### src/rtl/fetch_unit.sv
// Instruction-fetch initiator: walks a PC over a cs/oe memory with an asynchronous read,
// buffers returned words in a show-ahead prefetch FIFO. Optional halt decode: FETCH_HALT_EN.
module fetch_unit #(
  parameter int DATA_WIDTH  = 18,
  parameter int ADDR_WIDTH  = 4,
  parameter int DEPTH       = 2,
  parameter int WAIT_STATES = 1,
  parameter int RESET_PC    = 0
) (
  input  logic                  clk,
  input  logic                  rst,
  output logic [ADDR_WIDTH-1:0] mem_addr,
  output logic                  mem_cs,
  output logic                  mem_oe,
  output logic                  mem_we,
  input  logic [DATA_WIDTH-1:0] mem_data,
  output logic                  instr_valid,
  output logic [DATA_WIDTH-1:0] instr_data,
  output logic [ADDR_WIDTH-1:0] instr_pc,
  input  logic                  instr_ready,
  input  logic                  redirect_valid,
  input  logic [ADDR_WIDTH-1:0] redirect_pc
);

  localparam int CW = $clog2(DEPTH + 1);
  localparam int WW = (WAIT_STATES > 0) ? $clog2(WAIT_STATES + 1) : 1;
  localparam int EW = ADDR_WIDTH + DATA_WIDTH;

  typedef enum logic [1:0] {IDLE, ACCESS, HALTED} state_t;

  state_t                state_q, state_d;
  logic [ADDR_WIDTH-1:0] pc_q, pc_d;
  logic [WW-1:0]         wait_q, wait_d;
  logic [CW-1:0]         count_q, count_d;
  logic [EW-1:0]         fifo_q [DEPTH];
  logic                  bus_en_q;
  logic                  push, pop, halt_word;
  int                    wr_idx;
  int                    count_after;

`ifdef FETCH_HALT_EN
  assign halt_word = (mem_data[DATA_WIDTH-1 -: 4] == 4'b1111);
`else
  assign halt_word = 1'b0;
`endif

  // Handshake: the head word transfers on any edge where instr_valid && instr_ready;
  // a redirect on that edge wins and the transfer does not happen.
  assign pop         = instr_valid && instr_ready && !redirect_valid;
  assign instr_valid = (count_q != '0);
  assign instr_data  = fifo_q[0][DATA_WIDTH-1:0];
  assign instr_pc    = fifo_q[0][EW-1:DATA_WIDTH];
  assign mem_addr    = pc_q;
  assign mem_cs      = bus_en_q;
  assign mem_oe      = bus_en_q;
  assign mem_we      = 1'b0;

  always_comb begin
    state_d     = state_q;
    pc_d        = pc_q;
    wait_d      = wait_q;
    push        = 1'b0;
    count_after = int'(count_q) + 1 - (pop ? 1 : 0);
    if (redirect_valid) begin
      state_d = IDLE;
      pc_d    = redirect_pc;
    end else begin
      case (state_q)
        IDLE: begin
          if (count_q < CW'(DEPTH)) begin
            state_d = ACCESS;
            wait_d  = WW'(WAIT_STATES);
          end
        end
        ACCESS: begin
          if (wait_q != '0) begin
            wait_d = wait_q - WW'(1);
          end else begin
            push = 1'b1;
            pc_d = pc_q + ADDR_WIDTH'(1);
            if (halt_word) begin
              state_d = HALTED;
            end else if (count_after < DEPTH) begin
              wait_d = WW'(WAIT_STATES);
            end else begin
              state_d = IDLE;
            end
          end
        end
        HALTED:  state_d = HALTED;
        default: state_d = IDLE;
      endcase
    end
    wr_idx = int'(count_q) - (pop ? 1 : 0);
    if (redirect_valid) count_d = '0;
    else                count_d = count_q + CW'(push) - CW'(pop);
  end

  always_ff @(posedge clk or posedge rst) begin
    if (rst) begin
      state_q  <= IDLE;
      pc_q     <= ADDR_WIDTH'(RESET_PC);
      wait_q   <= '0;
      count_q  <= '0;
      bus_en_q <= 1'b0;
      for (int i = 0; i < DEPTH; i++) fifo_q[i] <= '0;
    end else begin
      state_q  <= state_d;
      pc_q     <= pc_d;
      wait_q   <= wait_d;
      count_q  <= count_d;
      bus_en_q <= (state_d == ACCESS);
      // Shift on pop, then the push lands in the first free slot after the shift.
      if (pop) begin
        for (int i = 0; i < DEPTH - 1; i++) fifo_q[i] <= fifo_q[i+1];
      end
      if (push) begin
        for (int i = 0; i < DEPTH; i++) begin
          if (i == wr_idx) fifo_q[i] <= {pc_q, mem_data};
        end
      end
    end
  end

endmodule

### config.mk
export PLATFORM = sky130hd
export DESIGN_NAME = fetch_unit
export DESIGN_NICKNAME = d
export VERILOG_FILES = /design/src/rtl/fetch_unit.sv
export SDC_FILE = /design/constraint.sdc
export NUM_CORES = 1
export LEC_CHECK = 0
export ABC_AREA = 1
export CORE_UTILIZATION = 40
export DETAILED_ROUTE_END_ITERATION = 12
export GPL_ROUTABILITY_DRIVEN = 0
export GPL_TIMING_DRIVEN = 0
export PLACE_DENSITY = 0.66
export SLEW_MARGIN = 15
export SYNTH_ARGS = -nofsm -noshare
export SYNTH_HDL_FRONTEND = slang
export SYNTH_SLANG_ARGS = --single-unit
### constraint.sdc
create_clock -name clk -period 2.35 [get_ports clk]
set_clock_uncertainty 0.05 [all_clocks]
set_input_delay 0.5875 -clock clk [delete_from_list [all_inputs] [get_ports clk]]
set_output_delay 0.5875 -clock clk [all_outputs]
set_load 0.02 [all_outputs]
**Word level (Yosys, flattened, before mapping)**

Cells that the tools add are included.

- Output and inout bits: 30
- Bits of input ports: 26
- Logic and storage cells: 55
- Register bits: 54

- Mux-type cells: 21
- Add/subtract/negate cells: 7
- Eq/ne operators: 6
- Order comparisons: 2
- Reduce and logical (&&, ||, !) cells: 11
- Bitwise operators: 1

Operators with widths:

| operator | count |
|---|---|
| 22-bit two-way mux | 3 |
| 44-bit two-way mux | 1 |
| 32-bit logical NOT | 1 |
| 32-bit by 3-bit < comparator with 1-bit output (second input constant) | 1 |
| 4-bit by 32-bit subtractor with 32-bit output | 1 |
| 4-bit two-way mux | 3 |
| 2-bit two-way mux | 5 |
| 1-bit two-way mux | 7 |
| 2-bit one-hot mux with 3 select lines | 1 |
| 2-bit nonzero test | 3 |
| 4-bit by 1-bit adder with 4-bit output (second input constant) | 1 |
| 2-bit by 1-bit == test with 1-bit output (second input constant) | 2 |
| 2-bit != test (second input constant) | 2 |
| 2-bit AND reduction | 2 |
| 2-bit by 1-bit adder with 3-bit output (second input constant) | 1 |
| 2-bit by 3-bit == test with 1-bit output (first input constant) | 1 |
| 3-bit AND reduction | 1 |
| 2-bit by 1-bit subtractor with 3-bit output | 1 |
| 2-bit by 1-bit adder with 2-bit output | 1 |
| 2-bit == test (second input constant) | 1 |
| 1-bit logical AND | 2 |
| 2-bit logical NOT | 1 |
| 2-bit < comparator (second input constant) | 1 |
| 1-bit one-hot mux with 2 select lines | 1 |
| other kinds (4) | 4 |

**Logic depth before layout (Yosys ltp)**

- Depth in word-level cells: 11
- Depth in mapped cells: 14
- Mapped depth without buffers: 12

**Worst setup path after synthesis**

Ideal clock, no wire load.

- Path type: register to register
- From: register count_q[1]
- To: register fifo_q[0] (netlist bit)
- Library setup time: 65 ps
- Path slack: -65 ps
- Clock period less this slack: 2415 ps
- Buffers on the path: 3
- Arrival: 2300 ps
- Required time: 2235 ps
- Stages on the path, launching flop included: 15
- Path through: dfrtp_1 -> inv_1 -> ha_1 -> inv_1 -> nand3_1 -> buf_2 -> inv_1 -> ha_1 -> ha_1 -> nand2_1 -> nor2_1 -> buf_4 -> buf_4 -> nand3_1 -> nand2_1

- Word-level cells in the longest chain between the ends: 7

RTL lines:

| element | RTL line | text |
|---|---|---|
| start: declaration | 34 | `logic [CW-1:0] count_q, count_d;` |
| start signal: assignment | 111 | `count_q <= count_d;` |
| 2-bit nonzero test | 50 | `assign instr_valid = (count_q != '0);` |
| 1-bit logical AND (2 in series) | 49 | `assign pop = instr_valid && instr_ready && !redirect_valid;` |
| 1-bit two-way mux | 94 | `wr_idx = int'(count_q) - (pop ? 1 : 0);` |
| 2-bit by 1-bit subtractor with 3-bit output * | 94 |  |
| 2-bit by 3-bit == test with 1-bit output * | 119 | `if (i == wr_idx) fifo_q[i] <= {pc_q, mem_data};` |
| 2-bit AND reduction (no line) * | - |  |
| end signal: indexed assignment | 119 |  |
| end: declaration | 35 | `logic [EW-1:0] fifo_q [DEPTH];` |

Mark *: on every way between the ends. The rest lies on a longest branch, timed or not.
A chain may end at the register's enable or synchronous reset.

**Final worst setup path**

- From: register count_q[0]
- To: output port instr_valid

- Word-level cells in the longest chain between the ends: 1

RTL lines:

| element | RTL line | text |
|---|---|---|
| 2-bit nonzero test | 50 |  |
| end: declaration | 17 | `output logic instr_valid,` |

No other way between the ends.

==> metrics.cfg <==
[grt]
antenna_found_initial = 0
grt-ovfl-total = 0
grt_pass1_wl_um = 11900
grt_max_degree = 30
grt_usage = 0.198
grt_pass1_vias = 2579

[clock_network]
clock-root-buffer = clkbuf_8
ctsHoldBuffers = 0
clock_latency_ns = 0.31
cts_max_level = 2
cts_tree = built
numCtsBuffers = 5
cts.clk_slew.worst_paths_ns = 0.09
cts.sinks = 54
clock_path_buffers = 2

[power]
p_sw_mw = 1.37
peakVddDrop_uv = 336
switching_share = 0.358
power_frac_clock = 0.160
pwr-share-comb = 0.449
intPower_mw = 2.46
p_leak_nw = 2.08
p_seq_frac = 0.391
p_per_area_nw_per_um2 = 981

[final_layout]
diodes = 0
fin_cells = 552
nFillCells = 743
syn2layout_area_growth_pct = 29.2
drive_gt1_frac = 0.155
num-nets-final = 490
final_common_cell = nand2_1
final_cell_mix = nand2_1, dfrtp_1, clkdlybuf4s50_1

[yosys]
synthSimpleGateAreaFrac = 0.346
synthMuxAreaShare = 0
yosysWarningCount = 0
synth-edff-count = 0
synthXorXnorAreaFrac = 0.00290
syn-instance-count = 384
ys_async_sr_fraction = 1.00
ys_seq_elements = 54
synthesis.area_um2 = 3020
synth-compound-area-share = 0.0153
syn_nets = 422
avgSynthCellArea_um2 = 7.86
yosysSeqAreaShare = 0.448
synth_top_family_by_area = simple AND/OR/NAND/NOR gates
synth_cell_types = 25
synthFlopType = dfrtp_1
synthAdderAreaFrac = 0.0522

[timing]
setup_ws_ns = 0.0924
max_slew_margin = 0.611
finalSetupViolCount = 0
fin_crit_sh = 0.961
finalCriticalPeriod_ns = 2.26
finalHoldViolations = 0
whs_ns = 0.430
drv_slew = 0
clock.fmax_mhz = 443
fin_setup_tns_ns = 0
tightest_slew_ns = 0.583

[worst_setup_path]
path_class = reg2out
startpoint_type = register
critPathBufInv = 4
r2r_slack_ns = 0.13
crit_required_ns = 1.71
slowest_stage = dfrtp_2
cp_slowest_stage_delay_ns = 0.38
reg2regPathDepth = 14
path_cells = inv_2 -> ha_1 -> inv_2 -> clkbuf_4 -> clkdlybuf4s15_1
crit_top_cell = inv_2
r2r-start = count_q[1]$_DFF_PP0_
cp_top_family = buffers and inverters
rr_endpoint = fifo_q[14]$_DFFE_PP0P_
critPathArrivalTime_ns = 1.62
crit_path_end_kind = output pin
worstPathMaxFanout = 10

[die]
die_h_um = 88.9
start_util = 0.414
ios = 56
coreArea_um2 = 7290
core.rowCount = 31
dieArea_um2 = 7900
die_w_um = 88.9

[detailed_routing]
drt_pass1_iterations = 4
wl_per_cell_um = 13.0
postRouteAntennaNets = 0
num_vias = 2704
drtIter0Drc = 183
drc = 0
vias_per_cell = 4.90
wl_um = 7180

[placement]
dpl.cell_count = 538
place_ws_ns = -0.915
dp_hpwl_um = 5030
port_buffers = 54

[outcome]
status = finished clean

[worst_hold_path]
worstHoldStart = fifo_q[12]$_DFFE_PP0P_
hold_path_depth = 2
hold_end = fifo_q[12]$_DFFE_PP0P_
min_path_type = reg2reg

[run]
max_cap_violations = 0

synth_stat cells, types with 2 or more instances:
library cell / n / area share
a21oi_1: 2 / 0.0033
buf_2: 5 / 0.0083
buf_4: 30 / 0.075
buf_6: 4 / 0.015
clkbuf_1: 5 / 0.0062
dfrtp_1: 54 / 0.45
ha_1: 11 / 0.046
inv_1: 23 / 0.029
nand2_1: 156 / 0.19
nand3_1: 47 / 0.078
nand4_1: 23 / 0.048
nor2_1: 8 / 0.0099
o21ai_0: 4 / 0.0066
state kept, by name, indices dropped and copies added (netlist names):
signal      cells
fifo_q         22
instr_data     18
instr_pc        4
mem_addr        4
count_q         2
state_q         2
mem_cs          1
wait_q          1
power groups by stage:
stage | logic [mW] | clock network, mW | registers [mW]
floorplan | 1.10 | 0 | 1.48
global placement | 1.65 | 0 | 1.50
finish | 1.72 | 0.614 | 1.49
detailed placement | 1.69 | 0 | 1.51
global route | 1.91 | 0.666 | 1.54
CTS | 1.71 | 0.632 | 1.49
worst register-to-register path: cells and delay by family (launching register included):
kind / cells / cell delay, ns
adders and majority gates: 3 / 0.62
buffers and inverters: 5 / 0.52
and+or+nand+nor: 6 / 0.51
DFF: 1 / 0.41
worst max path at each step:
stage                              start                 endpoint  slack, ns  depth (start not counted)
finish              count_q[0]$_DFF_PP0_              instr_valid       0.09                          5
global route        count_q[1]$_DFF_PP0_   fifo_q[15]$_DFFE_PP0P_     -0.005                         14
CTS                 count_q[0]$_DFF_PP0_  instr_data[7]$_DFF_PP0_       0.02                         12
detailed placement        redirect_valid  instr_data[7]$_DFF_PP0_      -0.91                         11
global placement          redirect_valid  instr_data[7]$_DFF_PP0_      -0.89                         11
floorplan           count_q[1]$_DFF_PP0_    fifo_q[0]$_DFFE_PP0P_       0.04                         14
final cells by class:
class	count	area (um^2)	share of cell area
clock buffers	7	76.3	0.0196
clock inverters	1	30.0	0.00770
well taps	99	124	0.0318
plain buffers	44	329	0.0844
multi-input cells	261	1280	0.329
repair buffers	62	613	0.157
inverters	24	90.1	0.0231
flip-flops and latches	54	1350	0.347
routing by layer:
metal  wire length [um]  global-route usage  up-vias
met4                 48              0.0440        0
met3                325              0.0326        4
met5                  0                   0        -
li1                   -                   -     1336
met1               3230               0.255     1295
met2               3580               0.348       69
repair_timing:
item / 4_1_cts / 5_1_grt
setup endpoints to repair: 50 / 45
buffers inserted: 2 / 5
pin swaps: 0 / 1
gates resized for setup: 17 / 6
cells by family after synthesis:
group | Yosys count
flops | 54
simple gates | 239
compound gates | 8
other cells | 1
xor+xnor | 1
fa+ha+maj | 12
buf+inv | 69
per-stage QoR:
step	instance area, um^2	util	total power, mW
2_1_floorplan	3020	-	2.57
3_3_place_gp	3690	0.506	3.15
3_5_place_dp	3710	0.509	3.20
4_1_cts	3850	0.528	3.83
5_1_grt	3900	0.535	4.12
6_report	3900	0.535	3.83
Note: power is estimated with default switching activity, not from simulation.
